==> config.mk <==
export PLATFORM = sky130hd
export DESIGN_NAME = mem_stage_flat
export DESIGN_NICKNAME = d
export VERILOG_FILES = /design/src/rtl/mem_stage_if.sv /design/src/rtl/mem_stage.sv /design/src/flat_wrapper.sv
export SDC_FILE = /design/constraint.sdc
export NUM_CORES = 1
export LEC_CHECK = 0
export CAP_MARGIN = 40
export CORE_MARGIN = 2
export CORE_UTILIZATION = 45
export DETAILED_ROUTE_END_ITERATION = 7
export PLACE_DENSITY = 0.82
export SLEW_MARGIN = 20
export SYNTH_ARGS = -nofsm -noshare
export SYNTH_HDL_FRONTEND = slang
export SYNTH_SLANG_ARGS = --single-unit
export TNS_END_PERCENT = 5
==> constraint.sdc <==
create_clock -name clk -period 9.6 [get_ports clk]
set_input_delay 1.92 -clock clk [delete_from_list [all_inputs] [get_ports clk]]
set_output_delay 1.92 -clock clk [all_outputs]
set_load 0.01 [all_outputs]
==> src/rtl/mem_stage_if.sv <==
// mem_stage_if: groups the MEM-stage pipeline buses.
//   flush           : clears the MEM pipeline register
//   stall           : stall vector (bit3 = MEM, bit4 = WB, 1 = stop)
//   ex_to_mem_bus   : payload from EX
//   data_sram_rdata : synchronous data-SRAM read data
//   mem_to_wb_bus   : payload to WB
//   mem_to_id_fwd   : {rf_we, rf_waddr, rf_wdata} bypass to ID
// The slave modport is the MEM stage; the master modport is its surroundings.
interface mem_stage_if #(
    parameter int EX_TO_MEM_WD = 81,
    parameter int MEM_TO_WB_WD = 70,
    parameter int STALL_WD     = 6
);
    logic                    flush;
    logic [STALL_WD-1:0]     stall;
    logic [EX_TO_MEM_WD-1:0] ex_to_mem_bus;
    logic [31:0]             data_sram_rdata;
    logic [MEM_TO_WB_WD-1:0] mem_to_wb_bus;
    logic [37:0]             mem_to_id_fwd;

    modport master (
        output flush, stall, ex_to_mem_bus, data_sram_rdata,
        input  mem_to_wb_bus, mem_to_id_fwd
    );

    modport slave (
        input  flush, stall, ex_to_mem_bus, data_sram_rdata,
        output mem_to_wb_bus, mem_to_id_fwd
    );
endinterface

==> src/rtl/mem_stage.sv <==
// mem_stage: MEM stage of the 5-stage MIPS pipeline.
// Registers the EX-to-MEM bus under stall/flush control, keeps the first-cycle
// SRAM read data of a stalled load, aligns/extends load data and drives the
// MEM-to-WB bus plus the ID forwarding bus.
// Ports:
//   clk : clock
//   rst : asynchronous active-high reset
//   io  : mem_stage_if.slave (flush, stall, ex_to_mem_bus, data_sram_rdata,
//         mem_to_wb_bus, mem_to_id_fwd)
module mem_stage #(
    parameter int EX_TO_MEM_WD = 81,
    parameter int MEM_TO_WB_WD = 70,
    parameter int STALL_WD     = 6
) (
    input  logic         clk,
    input  logic         rst,
    mem_stage_if.slave   io
);

    logic [EX_TO_MEM_WD-1:0] bus_reg;
    logic [EX_TO_MEM_WD-1:0] bus_next;
    logic                    bus_write;
    logic [31:0]             hold_data_reg;
    logic                    hold_valid_reg;

    // EX-to-MEM bus fields
    logic [4:0]  mem_op;
    logic [31:0] pc;
    logic        data_ram_en;
    logic        sel_rf_res;
    logic        rf_we;
    logic [4:0]  rf_waddr;
    logic [31:0] ex_result;

    assign mem_op      = bus_reg[80:76];
    assign pc          = bus_reg[75:44];
    assign data_ram_en = bus_reg[43];
    assign sel_rf_res  = bus_reg[38];
    assign rf_we       = bus_reg[37];
    assign rf_waddr    = bus_reg[36:32];
    assign ex_result   = bus_reg[31:0];

    // Store byte enables are consumed upstream; other stall bits belong to other stages.
    logic unused_bits;
    assign unused_bits = &{1'b0, bus_reg[42:39], io.stall[5], io.stall[2:0]};

    // Register is rewritten on flush, on a bubble (MEM stalled, WB running)
    // and on a normal advance; it only holds when MEM and WB are both stalled.
    assign bus_write = io.flush || !io.stall[3] || !io.stall[4];

    always_comb begin
        bus_next = bus_reg;
        if (io.flush || io.stall[3])
            bus_next = '0;
        else
            bus_next = io.ex_to_mem_bus;
    end

    always_ff @(posedge clk or posedge rst) begin
        if (rst) begin
            bus_reg        <= '0;
            hold_data_reg  <= '0;
            hold_valid_reg <= 1'b0;
        end else if (bus_write) begin
            bus_reg        <= bus_next;
            hold_valid_reg <= 1'b0;
        end else if (data_ram_en && io.stall[3] && !hold_valid_reg) begin
            // SRAM data is only valid in the first occupancy cycle; freeze it.
            hold_data_reg  <= io.data_sram_rdata;
            hold_valid_reg <= 1'b1;
        end
    end

    logic [31:0] rdata_eff;
    assign rdata_eff = hold_valid_reg ? hold_data_reg : io.data_sram_rdata;

    // Little-endian byte lanes of the effective read word
    logic [7:0] rdata_byte [4];
    generate
        for (genvar gi = 0; gi < 4; gi++) begin : g_byte_lane
            assign rdata_byte[gi] = rdata_eff[8*gi +: 8];
        end
    endgenerate

    logic [1:0]  addr_lo;
    logic [7:0]  sel_byte;
    logic [15:0] sel_half;
    assign addr_lo  = ex_result[1:0];
    assign sel_byte = rdata_byte[addr_lo];
    assign sel_half = addr_lo[1] ? rdata_eff[31:16] : rdata_eff[15:0];

    logic [31:0] load_result;
    always_comb begin
        load_result = '0;
        if (mem_op[4])
            load_result = {{24{sel_byte[7]}}, sel_byte};
        else if (mem_op[3])
            load_result = {24'b0, sel_byte};
        else if (mem_op[2])
            load_result = addr_lo[0] ? 32'b0 : {{16{sel_half[15]}}, sel_half};
        else if (mem_op[1])
            load_result = addr_lo[0] ? 32'b0 : {16'b0, sel_half};
        else if (mem_op[0])
            load_result = (addr_lo != 2'b00) ? 32'b0 : rdata_eff;
        else
            load_result = rdata_eff;
    end

    logic [31:0] rf_wdata;
    assign rf_wdata = sel_rf_res ? load_result : ex_result;

    assign io.mem_to_wb_bus = {pc, rf_we, rf_waddr, rf_wdata};
    assign io.mem_to_id_fwd = {rf_we, rf_waddr, rf_wdata};

endmodule
==> src/flat_wrapper.sv <==
// flat-port wrapper written by rule: the top's interface ports become plain ports
module mem_stage_flat 
#(
    parameter int EX_TO_MEM_WD = 81,
    parameter int MEM_TO_WB_WD = 70,
    parameter int STALL_WD     = 6
)
  (clk, rst, io_flush, io_stall, io_ex_to_mem_bus, io_data_sram_rdata, io_mem_to_wb_bus, io_mem_to_id_fwd);
  mem_stage_if #(.EX_TO_MEM_WD(EX_TO_MEM_WD), .MEM_TO_WB_WD(MEM_TO_WB_WD), .STALL_WD(STALL_WD)) io_i ();
  input  logic clk;
  input  logic rst;
  input wire logic [$bits(io_i.flush)-1:0] io_flush;
  input wire logic [$bits(io_i.stall)-1:0] io_stall;
  input wire logic [$bits(io_i.ex_to_mem_bus)-1:0] io_ex_to_mem_bus;
  input wire logic [$bits(io_i.data_sram_rdata)-1:0] io_data_sram_rdata;
  output wire logic [$bits(io_i.mem_to_wb_bus)-1:0] io_mem_to_wb_bus;
  output wire logic [$bits(io_i.mem_to_id_fwd)-1:0] io_mem_to_id_fwd;
  assign io_i.flush = io_flush;
  assign io_i.stall = io_stall;
  assign io_i.ex_to_mem_bus = io_ex_to_mem_bus;
  assign io_i.data_sram_rdata = io_data_sram_rdata;
  assign io_mem_to_wb_bus = io_i.mem_to_wb_bus;
  assign io_mem_to_id_fwd = io_i.mem_to_id_fwd;
  mem_stage #(.EX_TO_MEM_WD(EX_TO_MEM_WD), .MEM_TO_WB_WD(MEM_TO_WB_WD), .STALL_WD(STALL_WD)) u_core (.clk(clk), .rst(rst), .io(io_i));
endmodule
==> metrics.md <==
| Metric | Value |
|---|---|
| RR Startpoint | u_core.hold_valid_reg$_DFFE_PP0P_ |
| Synth Flop Type | dfrtp_1 |
| RR Endpoint | u_core.hold_data_reg[9]$_DFFE_PP0P_ |
| Internal power | 0.866 mW |
| Layout cells sized above 1 | 0.137 |
| Post-synth EDFFs | 0 |
| CTS hold repair buffers | 0 |
| Max reg flops | 77 |
| Final Critical Period | 6.54 ns |
| Critical path arrival | 4.62 ns |
| Fill cells | 1029 |
| Sw Share | 0.260 |
| Mapped Cells | 521 |
| Dpl hpwl | 12100 um |
| Clk_skew | 0.00360 ns |
| Initial antenna violation count | 0 |
| Mean Syn Cell Area | 11.4 um2 |
| Pleak | 3.34 nW |
| Final period utilization | 0.681 |
| Initial Util | 0.465 |
| Dpl cell area | 7700 um2 |
| Status | finished clean |
| Post-synth top area share | 0.465 |
| Combinational fraction of design power | 0.219 |
| WL/cell | 19.8 um |
| Initial DRC count | 338 |
| Number of diodes | 0 |
| P&R area growth vs syn | 35.3% |
| Row Count | 41 |
| Largest buffer count on any clock path | 2 |
| Max cap viols | 0 |
| CTS Buf Count | 9 |
| Reg2Reg Setup Slack | 7.78 ns |
| # Post-CTS Setup Buffers | 0 |
| Fmax | 153 MHz |
| Hold WC Path Type | reg -> reg |
| Dpl cells | 805 |
| Drt first pass iters | 5 |
| Hold_ws | 0.502 ns |
| Crit-path max FO | 23 |
| Req. time, crit path | 7.68 ns |
| Worst-case reg-to-reg path depth | 3 |
| Slew Limit Fails | 0 |
| # IOs | 230 |
| CTS H-tree lvls | 3 |
| Vias per cell | 5.61 |
| Die width | 119 um |
| Core region area | 12700 um2 |
| Vias in the first global route | 4753 |
| Hold Violations, Final | 0 |
| Synth area leaders | dfrtp_1 46%, a22o_1 11%, buf_4 9.6%, mux2_2 8.0%, mux2i_1 4.7% |
| Total gr overflow | 0 |
| #FFs+latches synth | 110 |
| Vias post-DR | 4609 |
| Worst-Margin Slew | 0.837 ns |
| CTS tree | built |
| Setup crit start | io_data_sram_rdata[23] |
| Clk_lat worst skew | 0.35 ns |
| Post-synthesis cell type count | 37 |
| Netlist Area Pre-Place | 5920 um2 |
| Post-route standard cell area excluding fillers | 8010 um2 |
| CP startpoint kind | primary input |
| Post-Synthesis Net Count | 643 |
| Peak VDD IR | 0.0000917 V |
| Worst setup EP type | primary output |
| Tot Pwr | 1.17 mW |
| CTS Root Cell | clkbuf_16 |
| Worst setup path class | in -> out |
| First-pass GRT wire length | 25700 um |
| Setup TNS Final | 0 ns |
| Largest net degree at the start of global routing | 79 |
| Global Route Usage Sum | 0.233 |
| P_sw | 0.304 mW |
| Clock Pin Slew Worst Setup and Hold Paths | 0.07 ns |
| Residual DRC | 0 |
| Die ar. | 14100 um2 |
| GP Congestion | 0.867 |
| Slew HR | 0.442 |
| Die Y | 119 um |
| Async SR Flop Fraction | 1.00 |
| Worst setup path endpoint | io_mem_to_id_fwd[31] |
| RSZ-0062 raised after global routing | false |
| Pwr Density | 146 nW/um2 |
| Overall routed net length | 16300 um |
| CTS sink count | 110 |
| Cts repair resizes | 0 |
| Synthesis warning total | 0 |
| Clk pwr share | 0.322 |
| Cell taking the most area after synthesis | dfrtp_1 |
| Net count, final | 767 |
| Port Buffer Count | 221 |
| DRT antenna net count | 0 |
| Post-Layout Cell Count | 822 |
| Part of the power in registers | 0.459 |
| Setup violators final | 0 |
| Sequential share of the synthesized area | 0.465 |
[power groups by stage]
| stage | Combinational (mW) | Sequential (mW) | Clock [mW] |
|---|---|---|---|
| final | 0.257 | 0.538 | 0.376 |
| after CTS | 0.257 | 0.538 | 0.383 |
| after detailed placement | 0.255 | 0.547 | 0 |
| after global placement | 0.247 | 0.543 | 0 |
| after floorplan | 0.150 | 0.533 | 0 |
| after global routing | 0.274 | 0.543 | 0.404 |
[through the flow]
| stage | util | worst slack [ns] |
|---|---|---|
| 2_1_floorplan | - | 4.41 |
| 3_3_place_gp | 0.602 | 3.17 |
| 3_5_place_dp | 0.605 | 3.08 |
| 4_1_cts | 0.629 | 3.08 |
| 5_1_grt | 0.630 | 3.02 |
| 6_report | 0.630 | 3.06 |
[synthesized netlist by cell type, drive strengths merged (3+ instances only)]
master  instances
dfrtp         110
buf            91
mux2           43
inv            19
o32ai           7
mux2i          28
nand2b          3
o221ai         23
a21oi          10
nor2           28
nor3           15
o22a            7
nor2b           8
a22o           77
clkbuf         25
nand2           9
[cells in the final DEF, fill, tap and decap left out, types with 13 or more instances in the layout]
master / count
clkdlybuf4s50_1: 221
dfrtp_1: 109
inv_1: 18
o221ai_2: 13
mux2i_1: 28
nor2_1: 26
a22o_1: 77
nor3_1: 15
mux2_2: 42
[layout make-up]
| cell class | instances | area, um2 | share of cell area |
|---|---|---|---|
| Clock buffer | 10 | 239 | 0.0298 |
| Clock inverter | 6 | 61.3 | 0.00765 |
| Inverter | 19 | 73.8 | 0.00921 |
| Multi-Input combinational cell | 276 | 2360 | 0.295 |
| Tap cell | 172 | 215 | 0.0269 |
| Timing Repair Buffer | 229 | 2300 | 0.288 |
| Sequential cell | 110 | 2750 | 0.344 |
[metal layers]
metal	global-route usage	wire, um	vias up
li1	-	-	2088
met1	0.284	6550	2313
met3	0.0545	1130	11
met2	0.409	8420	197
met5	0	0	-
met4	0.0655	172	0
[how the worst min path moves through the flow]
stage,from,to,slack (ns),depth (start not counted)
floorplan,u_core.bus_reg[10]$_DFFE_PP0N_,u_core.bus_reg[10]$_DFFE_PP0N_,0.47,1
global placement,u_core.hold_data_reg[7]$_DFFE_PP0P_,u_core.hold_data_reg[7]$_DFFE_PP0P_,0.48,1
detailed placement,u_core.bus_reg[14]$_DFFE_PP0N_,u_core.bus_reg[14]$_DFFE_PP0N_,0.48,1
CTS,u_core.bus_reg[14]$_DFFE_PP0N_,u_core.bus_reg[14]$_DFFE_PP0N_,0.50,1
global route,u_core.bus_reg[14]$_DFFE_PP0N_,u_core.bus_reg[14]$_DFFE_PP0N_,0.51,1
finish,u_core.bus_reg[14]$_DFFE_PP0N_,u_core.bus_reg[14]$_DFFE_PP0N_,0.50,1
[cell families after synthesis]
family / synth area share
simple gates: 0.0541
buf+inv: 0.140
flops: 0.465
mux: 0.134
compound gates: 0.208
[critical path, stage by stage]
cell and delay [ns]:
clkdlybuf4s50_1 0.43, mux2_2 0.32, mux4_2 0.51, nand3_2 0.43, o221ai_1 0.41, clkdlybuf4s50_1 0.59
Power figures use the tool's default switching activity.
